### config.mk
export PLATFORM = sky130hd
export DESIGN_NAME = div8x4_seq_flat
export DESIGN_NICKNAME = d
export VERILOG_FILES = /design/src/rtl/div8x4_seq_if.sv /design/src/rtl/div8x4_seq.sv /design/src/flat_wrapper.sv
export SDC_FILE = /design/constraint.sdc
export NUM_CORES = 1
export LEC_CHECK = 0
export CORE_ASPECT_RATIO = 0.8
export CORE_MARGIN = 2
export CORE_UTILIZATION = 30
export DETAILED_ROUTE_END_ITERATION = 8
export GPL_TIMING_DRIVEN = 1
export SLEW_MARGIN = 20
export SYNTH_ARGS = -nofsm -noshare
export SYNTH_HDL_FRONTEND = slang
export SYNTH_SLANG_ARGS = --single-unit
### constraint.sdc
create_clock -name clk -period 2.1 [get_ports clk]
set_input_delay 0.42 -clock clk [delete_from_list [all_inputs] [get_ports clk]]
set_output_delay 0.42 -clock clk [all_outputs]
set_load 0.01 [all_outputs]
### src/rtl/div8x4_seq_if.sv
// rtl/div8x4_seq_if.sv - start/done request and result bundle for the sequential divider (optional DIV_ZERO_FLAG_EN)
interface div8x4_seq_if #(
    parameter int DIVIDEND_W = 8,
    parameter int DIVISOR_W  = 4
);
    logic                  start;
    logic [DIVIDEND_W-1:0] dataa;
    logic [DIVISOR_W-1:0]  datab;
    logic [DIVIDEND_W-1:0] quotient;
    logic [DIVISOR_W-1:0]  remainder;
    logic                  busy;
    logic                  done;
`ifdef DIV_ZERO_FLAG_EN
    logic                  div_by_zero;
`endif

`ifdef DIV_ZERO_FLAG_EN
    modport master (output start, dataa, datab,
                    input  quotient, remainder, busy, done, div_by_zero);
    modport slave  (input  start, dataa, datab,
                    output quotient, remainder, busy, done, div_by_zero);
`else
    modport master (output start, dataa, datab,
                    input  quotient, remainder, busy, done);
    modport slave  (input  start, dataa, datab,
                    output quotient, remainder, busy, done);
`endif
endinterface

### src/rtl/div8x4_seq.sv
// rtl/div8x4_seq.sv - restoring divider, one quotient bit per clock; DIV_ZERO_FLAG_EN adds early div-by-zero exit
module div8x4_seq #(
    parameter int DIVIDEND_W = 8,
    parameter int DIVISOR_W  = 4
) (
    input  logic        clk,
    input  logic        reset,
    div8x4_seq_if.slave bus
);
    localparam int CW = (DIVIDEND_W > 1) ? $clog2(DIVIDEND_W) : 1;

    typedef enum logic {S_IDLE, S_CALC} state_t;

    state_t                r_state, w_state_nx;
    logic [DIVIDEND_W-1:0] r_dvd,  w_dvd_nx;    // dividend shifts out MSB-first, quotient shifts in at LSB
    logic [DIVISOR_W-1:0]  r_dsr,  w_dsr_nx;
    logic [DIVISOR_W-1:0]  r_part, w_part_nx;   // partial remainder, always < divisor after restore
    logic [CW-1:0]         r_cnt,  w_cnt_nx;
    logic [DIVIDEND_W-1:0] r_quot, w_quot_nx;
    logic [DIVISOR_W-1:0]  r_rem,  w_rem_nx;
    logic                  r_done, w_done_nx;
`ifdef DIV_ZERO_FLAG_EN
    logic                  r_zero, w_zero_nx;   // latched divisor==0 for the running op
    logic                  r_dz,   w_dz_nx;     // visible flag, updated only on completion
`endif

    logic [DIVISOR_W:0]    w_shift;
    logic [DIVISOR_W:0]    w_diff;
    logic                  w_ge;
    logic [DIVISOR_W-1:0]  w_part_step;
    logic [DIVIDEND_W-1:0] w_dvd_step;

    // One restoring step: bring in next dividend bit, subtract divisor if it fits.
    // A zero divisor always "fits", giving all-ones quotient and the low dividend bits as remainder.
    always_comb begin
        w_shift     = {r_part, r_dvd[DIVIDEND_W-1]};
        w_ge        = (w_shift >= {1'b0, r_dsr});
        w_diff      = w_shift - {1'b0, r_dsr};
        w_part_step = w_ge ? w_diff[DIVISOR_W-1:0] : w_shift[DIVISOR_W-1:0];
        w_dvd_step  = {r_dvd[DIVIDEND_W-2:0], w_ge};
    end

    // Next-state and datapath control.
    always_comb begin
        w_state_nx = r_state;
        w_dvd_nx   = r_dvd;
        w_dsr_nx   = r_dsr;
        w_part_nx  = r_part;
        w_cnt_nx   = r_cnt;
        w_quot_nx  = r_quot;
        w_rem_nx   = r_rem;
        w_done_nx  = 1'b0;
`ifdef DIV_ZERO_FLAG_EN
        w_zero_nx  = r_zero;
        w_dz_nx    = r_dz;
`endif
        case (r_state)
            S_IDLE: begin
                if (bus.start) begin
                    w_state_nx = S_CALC;
                    w_dvd_nx   = bus.dataa;
                    w_dsr_nx   = bus.datab;
                    w_part_nx  = '0;
                    w_cnt_nx   = CW'(DIVIDEND_W - 1);
`ifdef DIV_ZERO_FLAG_EN
                    w_zero_nx  = (bus.datab == '0);
`endif
                end
            end
            S_CALC: begin
`ifdef DIV_ZERO_FLAG_EN
                if (r_zero) begin
                    w_state_nx = S_IDLE;
                    w_quot_nx  = '1;
                    w_rem_nx   = '0;
                    w_done_nx  = 1'b1;
                    w_dz_nx    = 1'b1;
                    w_zero_nx  = 1'b0;
                end else
`endif
                begin
                    w_dvd_nx  = w_dvd_step;
                    w_part_nx = w_part_step;
                    w_cnt_nx  = r_cnt - CW'(1);
                    if (r_cnt == '0) begin
                        w_state_nx = S_IDLE;
                        w_quot_nx  = w_dvd_step;
                        w_rem_nx   = w_part_step;
                        w_done_nx  = 1'b1;
`ifdef DIV_ZERO_FLAG_EN
                        w_dz_nx    = 1'b0;
`endif
                    end
                end
            end
            default: w_state_nx = S_IDLE;
        endcase
    end

    // State and datapath registers; reset clears everything, including a run in progress.
    always_ff @(posedge clk or posedge reset) begin
        if (reset) begin
            r_state <= S_IDLE;
            r_dvd   <= '0;
            r_dsr   <= '0;
            r_part  <= '0;
            r_cnt   <= '0;
            r_quot  <= '0;
            r_rem   <= '0;
            r_done  <= 1'b0;
`ifdef DIV_ZERO_FLAG_EN
            r_zero  <= 1'b0;
            r_dz    <= 1'b0;
`endif
        end else begin
            r_state <= w_state_nx;
            r_dvd   <= w_dvd_nx;
            r_dsr   <= w_dsr_nx;
            r_part  <= w_part_nx;
            r_cnt   <= w_cnt_nx;
            r_quot  <= w_quot_nx;
            r_rem   <= w_rem_nx;
            r_done  <= w_done_nx;
`ifdef DIV_ZERO_FLAG_EN
            r_zero  <= w_zero_nx;
            r_dz    <= w_dz_nx;
`endif
        end
    end

    assign bus.quotient  = r_quot;
    assign bus.remainder = r_rem;
    assign bus.busy      = (r_state == S_CALC);
    assign bus.done      = r_done;
`ifdef DIV_ZERO_FLAG_EN
    assign bus.div_by_zero = r_dz;
`endif
endmodule
### src/flat_wrapper.sv
// flat-port wrapper written by rule: the top's interface ports become plain ports
module div8x4_seq_flat 
#(
    parameter int DIVIDEND_W = 8,
    parameter int DIVISOR_W  = 4
)
  (clk, reset, bus_start, bus_dataa, bus_datab, bus_quotient, bus_remainder, bus_busy, bus_done);
  div8x4_seq_if #(.DIVIDEND_W(DIVIDEND_W), .DIVISOR_W(DIVISOR_W)) bus_i ();
  input  logic clk;
  input  logic reset;
  input wire logic [$bits(bus_i.start)-1:0] bus_start;
  input wire logic [$bits(bus_i.dataa)-1:0] bus_dataa;
  input wire logic [$bits(bus_i.datab)-1:0] bus_datab;
  output wire logic [$bits(bus_i.quotient)-1:0] bus_quotient;
  output wire logic [$bits(bus_i.remainder)-1:0] bus_remainder;
  output wire logic [$bits(bus_i.busy)-1:0] bus_busy;
  output wire logic [$bits(bus_i.done)-1:0] bus_done;
  assign bus_i.start = bus_start;
  assign bus_i.dataa = bus_dataa;
  assign bus_i.datab = bus_datab;
  assign bus_quotient = bus_i.quotient;
  assign bus_remainder = bus_i.remainder;
  assign bus_busy = bus_i.busy;
  assign bus_done = bus_i.done;
  div8x4_seq #(.DIVIDEND_W(DIVIDEND_W), .DIVISOR_W(DIVISOR_W)) u_core (.clk(clk), .reset(reset), .bus(bus_i));
endmodule
# --- Word-level counts from Yosys, hierarchy flattened ---
# Index checks and enable logic that the tools add are counted.
word_totals:
  reg_bits: 33
  memories: 0
  romBits: 0
  latch_bits: 0
  word_cells: 28
  ram_bits: 0
  input_bits: 15
op_classes:
  shifts: 0
  eq_ne: 1
  magnitude_cmp: 1
  muxes: 12
  addsub: 2
  n_bitwise: 1
  n_mul: 0
  div_mod_pow: 0
  reduce_logical: 3
op_table:
  columns: ["operator", "n"]
  rows:
  - ["one-hot mux 8 bit (2 select lines)", 1]
  - ["two-way mux 4 bit", 2]
  - ["two-way mux 8 bit", 1]
  - ["one-hot mux 4 bit (2 select lines)", 1]
  - ["one-hot mux 3 bit (2 select lines)", 1]
  - ["greater-or-equal comparator 5 x 4 -> 1 bit", 1]
  - ["two-way mux 1 bit", 4]
  - ["AND reduction 2 bit", 2]
  - ["subtractor 4 bit", 1]
  - ["zero test 3 bit", 1]
  - ["two-way mux 3 bit", 1]
  - ["subtractor 3 x 1 -> 3 bit (second input constant)", 1]
  - ["!= test 2 bit (second input constant)", 1]
  - ["one-hot mux 1 bit (2 select lines)", 1]
  - ["NOT 1 bit", 1]

# --- Longest topological paths before layout ---
# Gate-level depths: netlist of run 1.
depth:
  ltp_word: 3
  ltp_mapped: 9
  mapped_depth_nobuf: 7

# --- Least setup slack after synthesis of run 1 ---
# Ideal clock, no wire load.
synth_path:
  path_kind: "register to register"
  from: "register u_core.r_dsr[0]"
  to: "register u_core.r_part[0]"
  synth_period_minus_slack_ns: 1.721
  arrival_ns: 1.641
  setup_slack_ns: 0.379
  setup_time_ns: 0.080
  stages_incl_launch_ff: 7
  cell_sequence: "dfrtp_1 -> ha_1 -> nand2b_4 -> a211oi_4 -> o21ai_2 -> mux2_4 -> o22ai_2"
synth_via:
  elab_chain_len: 3
  elab_cells_between_ends: 4
synth_rtl:
  columns: ["item", "line", "text"]
  rows:
  - ["start: declaration", "div8x4_seq.sv:16", "logic [DIVISOR_W-1:0] r_dsr, w_dsr_nx;"]
  - ["start signal: assignment", "div8x4_seq.sv:118", "r_dsr <= w_dsr_nx;"]
  - ["subtractor 4 bit or greater-or-equal comparator 5 x 4 -> 1 bit (tied branches)", "div8x4_seq.sv:38, div8x4_seq.sv:37", null]
  - ["two-way mux 4 bit *", "div8x4_seq.sv:39", "w_part_step = w_ge ? w_diff[DIVISOR_W-1:0] : w_shift[DIVISOR_W-1:0];"]
  - ["one-hot mux 4 bit (2 select lines) *", "div8x4_seq.sv:57", "case (r_state)"]
  - ["end signal: assignment", "div8x4_seq.sv:119", "r_part <= w_part_nx;"]
  - ["end: declaration", "div8x4_seq.sv:17", "logic [DIVISOR_W-1:0] r_part, w_part_nx;"]
# Mark *: on every way between the ends. The rest lies on a longest branch, timed or not.
# A chain may end at the register's enable or synchronous reset.

# --- Final worst setup path of run 1 ---
# Same ends and word-level chain as after synthesis.

==> flow_summary.ini, run 1 <==
[timing]
drv_slew = 0
period_share = 0.892
worst_pin_slew_ns = 0.426
rsz0062_at_grt = false
hold_viol = 0
period_needed_ns = 1.87
fmax_ghz = 0.534
skew_ns = 0.00450
setup_viol = 0
relSlewSlack = 0.716
fin_setup_tns_ns = 0

[route]
vias = 1142
drc_errors = 0
ant_nets = 0
drt_iter0_markers = 65
post_drt_wl_per_cell_um = 12.5
via_per_inst = 4.48
drt_pass1_iterations = 4
drt_wl_total_mm = 3.18

[power_and_ir_drop]
power.leakage_nw = 0.983
power.density_nw_per_um2 = 1670
clockPowerShare = 0.179
ir_worst_vdd_v = 0.000618
p_switching_w = 0.00128
combPwrFrac = 0.482
p_sw_frac = 0.371
p_int_w = 0.00216
power.share.sequential = 0.338

[floorplan]
core_um2 = 5040
io-pin-count = 29
start_util = 0.312
dieArea_um2 = 5840
num_rows = 23
die_y_um = 68.8
die_x_um = 85.0

[layout]
area_growth_pct = 30.6
layout-drive-gt1-share = 0.109
diodes = 0
instances_no_fill = 255
final_nets = 214
n_fill_cell = 502
final_common_cell = nand2_1
multi_input_area_um2 = 664
regArea_um2 = 826
final_cell_mix = nand2_1 (43), dfrtp_1 (33), clkdlybuf4s50_1 (28)

[setup_path]
ff2ff_path_depth = 6
cp_max_fo = 7
cp_data_arrival_time_ns = 2.08
crit_type = register to register
r2r_start = u_core.r_dsr[0]
endpoint_kind = register
start_kind = register
worst_ep_required_time_ns = 2.30
setup.worst_path.start = u_core.r_dsr[0]

[job]
maxCapViolCount = 0

[placed_design]
place_congestion = 0.721
dp_cells = 247
dpl.hpwl_mm = 2.30
port_buffers = 28

[hold_path]
hold_path_class = register to register
min_path_cells = 1
worstHoldStart = u_core.r_cnt[0]

[logic_synthesis]
syn-cell-area_um2 = 1570
ys_ff_latch = 33
synthFlopType = dfrtp_1
ys_types = 29
yosys_warnings = 0
synth_enable_flop_cells = 0
avgSynthCellArea_um2 = 9.89
yosysSeqAreaShare = 0.525
synth-async-reset-ratio = 1.00
synthCells = 159
synth_fp_nets = 181

[grt]
grt_pass1_wl_mm = 5.55
grt_usage = 0.124
grt_max_degree = 34
grt_antenna_before_repair = 0
grt-ovfl-total = 0
grt_pass1_vias = 1162

[clock_network]
root_buffer = clkbuf_8
cts.path.max_buffers = 2
clk_latency_ns = 0.28
numCtsBuffers = 5
hold_buffers = 0
cts.repair.resized = 0
cts_setup_buffers = 0
htree_num_levels = 2
cts_tree = built
cts_sinks = 33
clkTransAtPathRegs_ns = 0.07

[run_status]
status = completed
[path summary, 6_finish.rpt]
path	to	slack, ns
max in group asynchronous	u_core.r_part[0]	1.27
setup reg to reg	u_core.r_part[0]	0.23
min in group asynchronous	u_core.bus.quotient[2]	0.53
hold / removal	u_core.r_cnt[0]	0.47
setup / recovery	u_core.r_part[0]	0.23
hold reg to reg	u_core.r_cnt[0]	0.47
[state kept, by name (all words and copies together) (netlist names)]
| name | cells |
|---|---|
| u_core.bus.remainder | 4 |
| u_core.r_dvd | 8 |
| u_core.r_cnt | 3 |
| u_core.r_dsr | 4 |
| u_core.bus.done | 1 |
| u_core.r_part | 4 |
| u_core.bus.busy | 1 |
| u_core.bus.quotient | 8 |
[power by group through the flow]
stage | Combinational [W] | Clock (W) | Sequential [W]
after floorplan | 0.00114 | 0 | 0.00117
after global placement | 0.00164 | 0 | 0.00117
after detailed placement | 0.00168 | 0 | 0.00117
after CTS | 0.00168 | 0.000632 | 0.00116
after global routing | 0.00190 | 0.000659 | 0.00122
final | 0.00166 | 0.000616 | 0.00116
[final cells by class]
cell class                      instances  share of cell area
Clock buffer                            7              0.0420
Inverter                               12              0.0219
Clock inverter                          1              0.0146
Timing Repair Buffer                   34               0.158
Sequential cell                        33               0.402
Tap cell                               62              0.0378
Multi-Input combinational cell        106               0.323
[cells by family after synthesis]
group | share of synthesized area
mux | 0.0803
flops | 0.525
fa+ha+maj | 0.0605
buf+inv | 0.0525
simple gates | 0.150
compound gates | 0.126
xor+xnor | 0.00557
[synth_stat cells (2+ instances only)]
cell type	number	share of area
nand2_1	43	0.10
dfrtp_1	33	0.53
o21ai_0	15	0.048
inv_1	12	0.029
mux2i_1	10	0.064
ha_1	6	0.048
nor2_1	6	0.014
a21oi_1	4	0.013
clkbuf_1	4	0.0095
buf_2	3	0.0095
nor3_1	3	0.0095
o21a_1	2	0.0095
o21ai_2	2	0.011
[per-layer routing]
metal | share of wire | GRT usage | vias to the layer above
li1 | - | - | 588
met1 | 0.52 | 0.172 | 525
met2 | 0.42 | 0.188 | 22
met3 | 0.034 | 0.0310 | 7
met4 | 0.018 | 0.0476 | 0
met5 | 0 | 0 | -
[per-stage QoR]
step | area [um2] | utilization | setup slack, ns | total power, W | hold slack (ns)
2_1_floorplan | 1570 | - | 0.379 | 0.00231 | 0.442
3_3_place_gp | 1940 | 0.385 | 0.307 | 0.00281 | 0.458
3_5_place_dp | 1940 | 0.385 | 0.263 | 0.00285 | 0.462
4_1_cts | 2050 | 0.408 | 0.241 | 0.00348 | 0.474
5_1_grt | 2050 | 0.408 | 0.125 | 0.00378 | 0.502
6_report | 2050 | 0.408 | 0.228 | 0.00343 | 0.469
[worst max-delay path: stages (launching register included)]
cell and delay [ns]:
dfrtp_1 0.38, ha_1 0.31, nand2b_4 0.15, a211oi_4 0.27, o21ai_2 0.18, mux2_4 0.36
o22ai_2 0.14
(Power assumes the default switching activity.)
==> run 2, diff against run 1 <==
--- a/config.mk
+++ b/config.mk
@@ -9,7 +9,6 @@
 export CORE_MARGIN = 2
 export CORE_UTILIZATION = 30
 export DETAILED_ROUTE_END_ITERATION = 8
-export GPL_TIMING_DRIVEN = 1
 export SLEW_MARGIN = 20
 export SYNTH_ARGS = -nofsm -noshare
 export SYNTH_HDL_FRONTEND = slang
==> results of run 2 <==
Same layout as run 1: the final DEF is identical, and so are final timing and power.
